File: config.mk
export PLATFORM = sky130hd
export DESIGN_NAME = adc_chan_scheduler
export DESIGN_NICKNAME = d
export VERILOG_FILES = /design/src/rtl/adc_chan_scheduler.sv
export SDC_FILE = /design/constraint.sdc
export NUM_CORES = 1
export LEC_CHECK = 0
export ABC_AREA = 1
export CAP_MARGIN = 10
export CORE_AREA = 2 2 75 77
export CTS_CLUSTER_SIZE = 14
export DETAILED_ROUTE_END_ITERATION = 8
export DIE_AREA = 0 0 77 79
export MAX_ROUTING_LAYER = met4
export PLACE_DENSITY_LB_ADDON = 0.05
export REMOVE_ABC_BUFFERS = 1
export SYNTH_ARGS = -nofsm -noshare
export SYNTH_HDL_FRONTEND = slang
export SYNTH_SLANG_ARGS = --single-unit
File: constraint.sdc
create_clock -name clk -period 7.49 [get_ports clk]
set_clock_uncertainty 0.1 [all_clocks]
set_input_delay 1.1235 -clock clk [delete_from_list [all_inputs] [get_ports clk]]
set_output_delay 1.1235 -clock clk [all_outputs]
set_load 0.02 [all_outputs]
File: src/rtl/adc_chan_scheduler.sv
// adc_chan_scheduler: round-robin scheduler sharing one ADC converter among NUM_CH channel enable FSMs.
// Optional feature macro: ADC_SCHED_TIMEOUT_EN enables the PWR_UP/PWR_DN timeout and the sticky tmo_err flag.
// Ports:
//   clk, rst          rising-edge clock, synchronous active-high reset
//   sched_en          scheduler enable; low forces a graceful power-down then IDLE
//   req               per-channel level service request
//   ng_active         abort; the active channel is powered down immediately
//   cfg_dwell         CONVERT duration in cycles (0 behaves as 1)
//   cfg_tmo           PWR_UP/PWR_DN cycle limit (timeout build only)
//   chan_powered_up   per-channel powered-up status
//   chan_powered_dn   per-channel powered-down status
//   err_clr           clears tmo_err (timeout build only)
//   chan_enable       one-hot or zero enable to the channel FSMs
//   grant_id          index of the channel being serviced
//   busy              high whenever the scheduler is not IDLE
//   conv_strobe       one-cycle pulse on normal CONVERT completion
//   tmo_err           sticky timeout flag
module adc_chan_scheduler #(
    parameter int NUM_CH = 4,
    parameter int TMO_W  = 12
) (
    input  logic                      clk,
    input  logic                      rst,
    input  logic                      sched_en,
    input  logic [NUM_CH-1:0]         req,
    input  logic                      ng_active,
    input  logic [7:0]                cfg_dwell,
    input  logic [TMO_W-1:0]          cfg_tmo,
    input  logic [NUM_CH-1:0]         chan_powered_up,
    input  logic [NUM_CH-1:0]         chan_powered_dn,
    input  logic                      err_clr,
    output logic [NUM_CH-1:0]         chan_enable,
    output logic [$clog2(NUM_CH)-1:0] grant_id,
    output logic                      busy,
    output logic                      conv_strobe,
    output logic                      tmo_err
);
    localparam int GW = $clog2(NUM_CH);

    typedef enum logic [1:0] {IDLE, PWR_UP, CONVERT, PWR_DN} state_t;

    state_t           state, state_nx;
    logic [TMO_W-1:0] cnt;
    logic [GW-1:0]    last_grant, last_nx, grant_nx, rr_pick;
    logic             abort, conv_done, tmo_hit, strobe_nx, tmo_set;
    logic [7:0]       dwell_eff;

    assign abort     = ~sched_en | ng_active;
    assign dwell_eff = cfg_dwell == 8'd0 ? 8'd1 : cfg_dwell;
    // cnt holds (cycles already spent in the state - 1), so +1 gives the cycle count including this one
    assign conv_done = int'(cnt) + 1 >= int'(dwell_eff);

`ifdef ADC_SCHED_TIMEOUT_EN
    assign tmo_hit = int'(cnt) + 1 >= int'(cfg_tmo);
`else
    logic unused_tmo;
    assign tmo_hit    = 1'b0;
    assign unused_tmo = ^{cfg_tmo, err_clr};
`endif

    // Walk offsets from NUM_CH down to 1 so the smallest offset after last_grant wins
    always_comb begin
        rr_pick = last_grant;
        for (int i = NUM_CH; i >= 1; i--)
            if (req[(int'(last_grant) + i) % NUM_CH])
                rr_pick = GW'((int'(last_grant) + i) % NUM_CH);
    end

    always_comb begin
        state_nx  = state;
        grant_nx  = grant_id;
        last_nx   = last_grant;
        strobe_nx = 1'b0;
        tmo_set   = 1'b0;
        case (state)
            IDLE:
                if (sched_en & |req & ~ng_active) begin
                    state_nx = PWR_UP;
                    grant_nx = rr_pick;
                end
            PWR_UP:
                if (abort)
                    state_nx = PWR_DN;
                else if (chan_powered_up[grant_id])
                    state_nx = CONVERT;
                else if (tmo_hit) begin
                    state_nx = PWR_DN;
                    tmo_set  = 1'b1;
                end
            CONVERT:
                if (abort)
                    state_nx = PWR_DN;
                else if (conv_done) begin
                    state_nx  = PWR_DN;
                    strobe_nx = 1'b1;
                end
            PWR_DN:
                if (chan_powered_dn[grant_id] | tmo_hit) begin
                    state_nx = IDLE;
                    last_nx  = grant_id;
                    tmo_set  = ~chan_powered_dn[grant_id];
                end
            default: state_nx = IDLE;
        endcase
    end

    // Outputs are registered from the next-state decision so they line up with the state they describe
    always_ff @(posedge clk) begin
        if (rst) begin
            state       <= IDLE;
            cnt         <= '0;
            last_grant  <= GW'(NUM_CH - 1);
            grant_id    <= '0;
            chan_enable <= '0;
            busy        <= 1'b0;
            conv_strobe <= 1'b0;
            tmo_err     <= 1'b0;
        end else begin
            state       <= state_nx;
            cnt         <= state_nx != state ? '0 : (&cnt ? cnt : cnt + 1'b1);
            last_grant  <= last_nx;
            grant_id    <= grant_nx;
            chan_enable <= (state_nx == PWR_UP || state_nx == CONVERT) ? NUM_CH'(1) << grant_nx : '0;
            busy        <= state_nx != IDLE;
            conv_strobe <= strobe_nx;
`ifdef ADC_SCHED_TIMEOUT_EN
            tmo_err     <= tmo_set | (tmo_err & ~err_clr);
`else
            tmo_err     <= 1'b0;
`endif
        end
    end
endmodule

### Word level (Yosys, flattened, before mapping)

Cells that the tools add are included.

| word-level totals | value |
|---|---|
| flip-flop bits (word level) | 24 |
| output and inout bits | 9 |
| logic and storage cells | 82 |

| operators by class | value |
|---|---|
| add/sub/neg operators | 6 |
| order comparisons | 6 |
| equality and inequality tests | 6 |
| shifts and indexed selects | 1 |
| muxes and demuxes | 31 |
| bitwise operators | 11 |
| reduce and logical (&&, ||, !) cells | 14 |

Operators with widths:

| cell | number |
|---|---|
| 2-bit 2-to-1 mux | 12 |
| 3-bit by 4-bit less-than comparator with 1-bit output, second input constant | 4 |
| 12-bit by 1-bit adder with 13-bit output, second input constant | 1 |
| 13-bit by 8-bit greater-or-equal comparator with 1-bit output | 1 |
| 12-bit by 1-bit adder with 12-bit output, second input constant | 1 |
| 1-bit binary-select mux with 2-bit select | 6 |
| 12-bit AND reduction | 1 |
| 2-bit OR reduction | 6 |
| 1-bit 2-to-1 mux | 11 |
| 8-bit zero test | 1 |
| 8-bit 2-to-1 mux | 1 |
| 2-bit one-hot mux with 4 select lines | 1 |
| 2-bit equality test, second input constant | 3 |
| 2-bit by 1-bit adder with 2-bit output, second input constant | 2 |
| 2-bit adder, second input constant | 2 |
| 1-bit bitwise AND, first input constant | 4 |
| 2-bit by 1-bit equality test with 1-bit output, second input constant | 2 |
| 1-bit NOT | 4 |
| 4-bit OR reduction | 1 |
| 1-bit by 2-bit << shifter with 4-bit output, first input constant | 1 |
| 2-bit by 3-bit less-than comparator with 1-bit output, second input constant | 1 |
| 3-bit OR reduction | 1 |
| 1-bit bitwise AND | 2 |
| 2-bit zero test | 1 |
| 5 further kinds | 5 |

### Depth between registers and ports, before layout

Gate-level depths: netlist of run 1.

| depth | value |
|---|---|
| depth in word-level cells | 13 |
| mapped depth | 19 |
| depth with buffers taken out | 19 |

### Worst setup path after synthesis of run 1

No wires, ideal clock.

| timing | value |
|---|---|
| path kind | input -> register |
| start point | input port cfg_dwell[1] |
| end point | register chan_enable[1] |
| library setup time | 118 ps |
| data arrival time | 2760 ps |
| setup slack | 4512 ps |
| cell stages on the path | 15 |
| cells stage by stage | nor4_1 > a41o_1 > ha_1 > nand4_1 > nor2_1 > nor2_1 > nand2_1 > nor2_2 > nand4_1 > nand2_1 > nand2_2 > nand2_1 > ha_1 > nand3_1 > nor2_1 |

| on the way | value |
|---|---|
| longest elaborated chain between the ends | 10 |

RTL lines:

| element | line | RTL |
|---|---|---|
| start, declared | 27 | `input logic [7:0] cfg_dwell,` |
| 8-bit zero test | 49 | `assign dwell_eff = cfg_dwell == 8'd0 ? 8'd1 : cfg_dwell;` |
| 8-bit 2-to-1 mux * | 49 |  |
| 13-bit by 8-bit greater-or-equal comparator with 1-bit output * | 51 | `assign conv_done = int'(cnt) + 1 >= int'(dwell_eff);` |
| 2-bit 2-to-1 mux * | 93 | `else if (conv_done) begin` |
| 2-bit 2-to-1 mux * | 91 | `if (abort)` |
| 2-bit one-hot mux with 4 select lines * | 75 | `case (state)` |
| 2-bit by 1-bit equality test with 1-bit output / 2-bit equality test (equally long branches) | 123 | `chan_enable <= (state_nx == PWR_UP \|\| state_nx == CONVERT) ? NUM_CH'(1) << grant_nx : '0;` |
| 1-bit logical OR * | 123 |  |
| 1-bit NOT (no source line) * | - |  |
| 2-bit OR reduction (no source line) * | - |  |
| end signal, assigned | 123 |  |
| end, declared | 32 | `output logic [NUM_CH-1:0] chan_enable,` |

Every way passes the cells marked *; elsewhere a longest branch is shown, timed or not.
A chain may end at the register's enable or synchronous reset.

### Worst setup path after layout of run 1

Ends and elaborated chain as after synthesis.

==> results of run 1 <==
[synthesized netlist by cell type, drive strengths merged, types with 2 or more instances]
library cell and number:
nor3 2, dfxtp 24, xor2 8, nor4 2
or2 2, nand3 20, a21oi 6, buf 2
nor2 42, nand4 6, o211ai 2, ha 10
o21ai 7, inv 43, nand2 62
[metal layers]
layer	up-vias	GRT usage, %	wire [microns]
li1	840	-	-
met1	645	15.8	1790
met2	28	23.4	1710
met3	2	2.61	155
met4	0	5.36	43
met5	-	-	0
[power groups by stage]
| stage | Combinational, mW | Sequential (mW) | Clock (mW) |
|---|---|---|---|
| 2_1_floorplan | 0.0531 | 0.149 | 0 |
| 3_3_place_gp | 0.0911 | 0.145 | 0 |
| 3_5_place_dp | 0.0908 | 0.145 | 0 |
| 4_1_cts | 0.0912 | 0.142 | 0.0919 |
| 5_1_grt | 0.102 | 0.143 | 0.0978 |
| 6_report | 0.0889 | 0.142 | 0.0872 |
[flip-flops by register name, indices dropped and copies added, names as in the netlist]
name	cells
state	2
busy	1
grant_id	2
conv_strobe	1
last_grant	2
cnt	12
chan_enable	4
[kinds of logic after synthesis]
logic type | count (synthesis)
AND/OR/NAND/NOR | 137
buffers and inverters | 46
flip-flops | 24
AO/OA/AOI/OAI | 20
adder cells (fa/ha/maj) | 10
XOR/XNOR | 9
other | 1
[worst min-delay path, cell delays in order (launching register included)]
cell,delay [ns]
dfxtp_1,0.35
nand2_1,0.07
o211ai_1,0.07
[cell type report]
class | instances | area share [%]
clock buffers | 4 | 2.65
inverters | 43 | 7.78
multi-input cells | 177 | 47.1
flip-flops and latches | 24 | 23.2
well taps | 72 | 4.34
repair buffers | 31 | 15.0
[metrics by stage]
stage,cell area [sq um],utilization [%]
finish,2070,38.9
detailed placement,2020,37.8
CTS,2070,38.9
floorplan,1620,-
global placement,2020,37.8
global route,2070,38.9
[final timing paths]
check                              start                          to  cells past startpoint
setup / recovery            cfg_dwell[1]   chan_enable[1]$_SDFF_PP0_                     16
hold / removal    grant_id[1]$_SDFF_PP0_  last_grant[1]$_SDFFE_PP1P_                      2
setup reg to reg     cnt[0]$_SDFFE_PP0N_   chan_enable[1]$_SDFF_PP0_                     18
hold reg to reg   grant_id[1]$_SDFF_PP0_  last_grant[1]$_SDFFE_PP1P_                      2
==> metrics, run 1 <==
Final Hold Viols=0; GP Congestion=0.774; fin cells=351; CTS root buf=clkbuf_8; ratio of cells with drive above 1 in the final layout=10.0%; Clock Pin Slew Worst Setup and Hold Paths=0.08 ns; area of the core=0.00534 sq mm; Vias/cell=4.32; post-synth top area cell=dfxtp_1; total wire length=3.69 mm; row cnt=27; relative slew slack=50.3%; global-route wire length before repair=6.48 mm; # port buffers=31; Synth Instances=247; share of power burned in registers=44.6%; Inst Count DP=347; asr flop ratio synth=0%; most frequent cells in the layout=nand2_1 (59), inv_1 (41), clkdlybuf4s50_1 (31), nor2_1 (28), dfxtp_1 (24); routed via count=1,515; H-tree depth=1; complex-gate fraction of the synthesized area=8.08%; crit path launch type=primary input; CTS Sinks=24; antenna-violating nets left=0; combinational power share=28.0%; adder-cell share of the synthesized area=7.62%; final cycle utilization of the critical path=45.2%; Total GRT Usage=13.6%; Die Y-Extent=79 microns; most common library cell in the layout ignoring fill and taps=nand2_1; TNS Setup=0 ns; vias in the first global route=1,490; synthesized-area fraction occupied by and/or/nand/nor cells=38.8%; Worst-Margin Slew=0.743 ns; post-synthesis register bit count=24; clock power share=27.4%; Crit path max-delay family=simple AND/OR/NAND/NOR gates; PwrDens=153 mW/mm^2; area share of the largest cell type after synthesis=29.3%; CP max FO=2; Syn Std Cell Area=0.00164 sq mm; Synth area leaders=dfxtp_1 (29%), nand2_1 (13%), inv_1 (9.4%), ha_1 (7.6%), nor2_1 (6.4%); run status=finished, final reports clean; P_leak=0.941 nW; DP Wirelength=3.02 mm; Seq/Total Area, Yosys=29.3%; final hold slack=0.444 ns; Post-synth top flop=dfxtp_1; Crit Path Category=in2reg; I/O pin cnt=46; Critical Path AT=3.44 ns; internal reg-to-reg setup slack=4.49 ns; Crit-path slowest cell=clkdlybuf4s50_1; worst stage delay on the critical path=0.41 ns; largest family of logic cells by synthesized area=simple AND/OR/NAND/NOR gates; post-CTS sizing=0; area occupied by multi-input gates=977 sq um; switching pwr=96.6 uW; Mapped Avg Cell Area=6.65 sq um; Remaining Overflow, GRT=0; CP Buf/Inv Count=1; Worst Setup Slack, final=4.10 ns; clock latency on the worst-skew pair=0.27 ns; residual DRC count=0; FMAX=295 MHz; number of enable flip-flop cells after synthesis=0; total of max-cap violations=0; Finish-stage setup viols=0; P_int=222 uW; Die Wd=77 microns; hold_buf cts=0; initial antenna violation count=0; Avg WL per Cell=10.5 microns; CTS Buffer Depth=2; CTS buffer count=3; hold crit path type=reg2reg; XOR/XNOR Fraction of Synth Area=4.80%; YS warnings=0; die area=0.00608 sq mm; worst slack at placement=3.78 ns; Yosys cell types=32; iteration-0 DRC count of the detailed router=99; Switching Share=30.4%; Crit. End Element=flop; layout overhead on the synthesized area=26.4%; crit-path cells=clkdlybuf4s50_1 -> nor4_1 -> a41o_1 -> ha_1 -> nand4_1 -> nor2_1 -> nor2_1 -> nand2_1 -> nor2_2 -> nand4_1 -> nand2_1 -> nand2_2 -> nand2_1 -> ha_1 -> nand3_1 -> nor2_1; Starting Density=30.8%; Slew Limit Fails=0; DR pass1 iterations=4; Filler Cell Count=620; Worst EP required=7.54 ns; RSZ-0062 raised after global routing=no; PnR Total Power=318 uW; largest net degree at the start of global routing=14; diode count=0; Final min period=3.39 ns; mux share of post-synthesis cell area=0%; Reg area=480 sq um; CTS tree=done; Final nets=327; post-CTS setup buffer count=0; Max VDD drop=0.0716 mV
(Power assumes the default switching activity.)
==> run 2, diff against run 1 <==
clock period = 3.37 ns   (was 7.49 ns; I/O delays follow)
==> run 2 against run 1 <==
Effect of this change:
- core utilization up 0.45 points
- critical endpoint unchanged
- via count is 1.6% higher
- sequential share of layout area is 0.26 points lower
- critical path depth is 3 higher
- register-to-register slack worse by 4.1 ns
- first-iteration DRC count shrank 33%
- count of clock-buffer cells in the layout decreased by 1
- cell count rose by 0.28%
- critical path type is now reg2reg
- global-route usage increased by 0.77 points
==> metrics, run 2 (synthesized netlist as in run 1, its figures left out) <==
met1 wire length=1.82 mm (+2.0%); R2R Path Start=cnt[0]$_SDFFE_PP0N_; residual DRC count=0 (unchanged); largest register by flop count=cnt; DR pass1 iterations=4 (unchanged); switching pwr=224 uW (+130%); Crit. End Element=flop; largest net degree at the start of global routing=15 (+1); PnR Total Power=770 uW (+140%); H-tree depth=1 (unchanged); antenna-violating nets left=0 (unchanged); post-CTS sizing=0 (unchanged); internal reg-to-reg setup slack=0.39 ns (-4.10 ns); Largest regs=cnt (12), chan_enable (4); initial antenna violation count=0 (unchanged); FMAX=335 MHz; CTS Sinks=24 (unchanged); total of max-cap violations=0 (unchanged); RSZ-0062 raised after global routing=no; ratio of cells with drive above 1 in the final layout=10.4% (+0.32 points); diode count=0 (unchanged); CTS tree=done; Crit Path Category=reg2reg; Min-Delay Path Depth=2 (unchanged); Final Hold Viols=0 (unchanged); Die Wd=77 microns (unchanged); row cnt=27 (unchanged); most frequent cells in the layout=nand2_1 (59), inv_1 (41), clkdlybuf4s50_1 (31), nor2_1 (28), dfxtp_1 (24); hold wc startpoint=grant_id[1]$_SDFF_PP0_; final core utilization=39.3% (+0.45 points); Total GRT Usage=14.4% (+0.77 points); CTS Buffer Depth=2 (unchanged); Vias/cell=4.37 (+1.3%); hold_buf cts=0 (unchanged); CTS root buf=clkbuf_8; GP Congestion=0.776 (+0.18%); iteration-0 DRC count of the detailed router=66 (-33%); Worst EP required=3.43 ns (-4.11 ns); post-CTS setup buffer count=0 (unchanged); max reg flops=12 (unchanged); I/O pin cnt=46 (unchanged); # port buffers=31 (unchanged); Max VDD drop=0.153 mV (+110%); Inst Count DP=348 (+0.29%); Finish-stage setup viols=0 (unchanged); hold path endpoint=last_grant[1]$_SDFFE_PP1P_; P_leak=0.954 nW (+1.3%); Final min period=2.98 ns; Die Y-Extent=79 microns (unchanged); crit path launch type=flop; Clock Pin Slew Worst Setup and Hold Paths=0.08 ns (about the same); hold crit path type=reg2reg; CP max FO=4 (+2); relative slew slack=47.5% (-2.8 points); final cycle utilization of the critical path=88.6%; clock latency on the worst-skew pair=0.27 ns (about the same); Reg2Reg Depth=19 (+1); max layer used=met4; PwrDens=367 mW/mm^2 (+140%); layout overhead on the synthesized area=27.8%; met3 wire length=177 microns (+14%); Final nets=328 (+0.31%); share of power burned in registers=41.0% (-3.6 points); Avg WL per Cell=10.7 microns (+1.2%); Slew Limit Fails=0 (unchanged); vias in the first global route=1,529 (+2.6%); run status=finished, final reports clean; P_int=547 uW (+150%); Remaining Overflow, GRT=0 (unchanged); area of the core=0.00534 sq mm (unchanged); Worst-Margin Slew=0.784 ns (+0.0418 ns); global-route wire length before repair=6.80 mm (+4.9%); clock power share=33.3% (+5.9 points); routed via count=1,539 (+1.6%); TNS Setup=0 ns (unchanged); Starting Density=30.8% (unchanged); Critical Path AT=3.05 ns (-0.39 ns); most common library cell in the layout ignoring fill and taps=nand2_1; CTS buffer count=3 (unchanged); Switching Share=29.0% (-1.4 points); DP Wirelength=3.04 mm (+0.70%); met2 wire length=1.68 mm (-1.8%); die area=0.00608 sq mm (unchanged); total wire length=3.75 mm (+1.5%); fin cells=352 (+0.28%); combinational power share=25.7% (-2.3 points); reg-to-reg endpoint=chan_enable[1]$_SDFF_PP0_
==> run 2: per-stage QoR <==
step                area (sq um)  hold WS (ns)  worst slack, ns
global route                2100         0.501           0.0665
floorplan                   1620         0.429            0.777
finish                      2100         0.449            0.386
detailed placement          2030         0.440            0.282
global placement            2030         0.442            0.239
CTS                         2100         0.453            0.350
==> run 2: final cells by class <==
cell class                 count  area [sq um]
clock buffer                   3          41.3
fill                         613          3240
inverter                      43           161
tap                           72          90.1
multi-input combinational    177           977
sequential                    24           480
clock inverter                 1          30.0
timing repair buffer          32           318
==> run 2: power by group through the flow <==
stage                     Clock [mW]  Sequential (mW)  Combinational [mW]
after floorplan                    0            0.330               0.118
after global placement             0            0.323               0.202
after detailed placement           0            0.323               0.201
after CTS                      0.264            0.317               0.202
after global routing           0.277            0.319               0.233
final                          0.257            0.316               0.198
==> run 2: worst max path at each step <==
stage	startpoint	endpoint	cells past startpoint
2_1_floorplan	cnt[0]$_SDFFE_PP0N_	chan_enable[1]$_SDFF_PP0_	19
3_3_place_gp	cfg_dwell[1]	chan_enable[1]$_SDFF_PP0_	16
3_5_place_dp	cfg_dwell[1]	chan_enable[1]$_SDFF_PP0_	16
4_1_cts	cnt[0]$_SDFFE_PP0N_	chan_enable[1]$_SDFF_PP0_	19
5_1_grt	cnt[0]$_SDFFE_PP0N_	chan_enable[1]$_SDFF_PP0_	19
6_report	cnt[0]$_SDFFE_PP0N_	chan_enable[1]$_SDFF_PP0_	19
==> run 2: worst max-delay path, cell delays in order (launching register included) <==
cell     delay, ns
dfxtp_1       0.41
ha_1          0.21
nand2_1       0.12
nor3_1        0.22
xor2_1        0.23
ha_1          0.29
nand2_1       0.08
nand2_1       0.05
nand2_1       0.05
nand2_1       0.05
nor2_1        0.13
nand2_1       0.08
nor2_2        0.13
nand4_1       0.08
nand2_1       0.09
nand2_2       0.06
nand2_1       0.09
ha_1          0.24
nand3_1       0.11
nor2_1        0.06
==> run 2: layer usage <==
layer  GRT usage (%)  up-vias
li1                -      843
met1            17.3      653
met2            23.9       38
met3            2.61        5
met4            5.89        0
met5               -        -
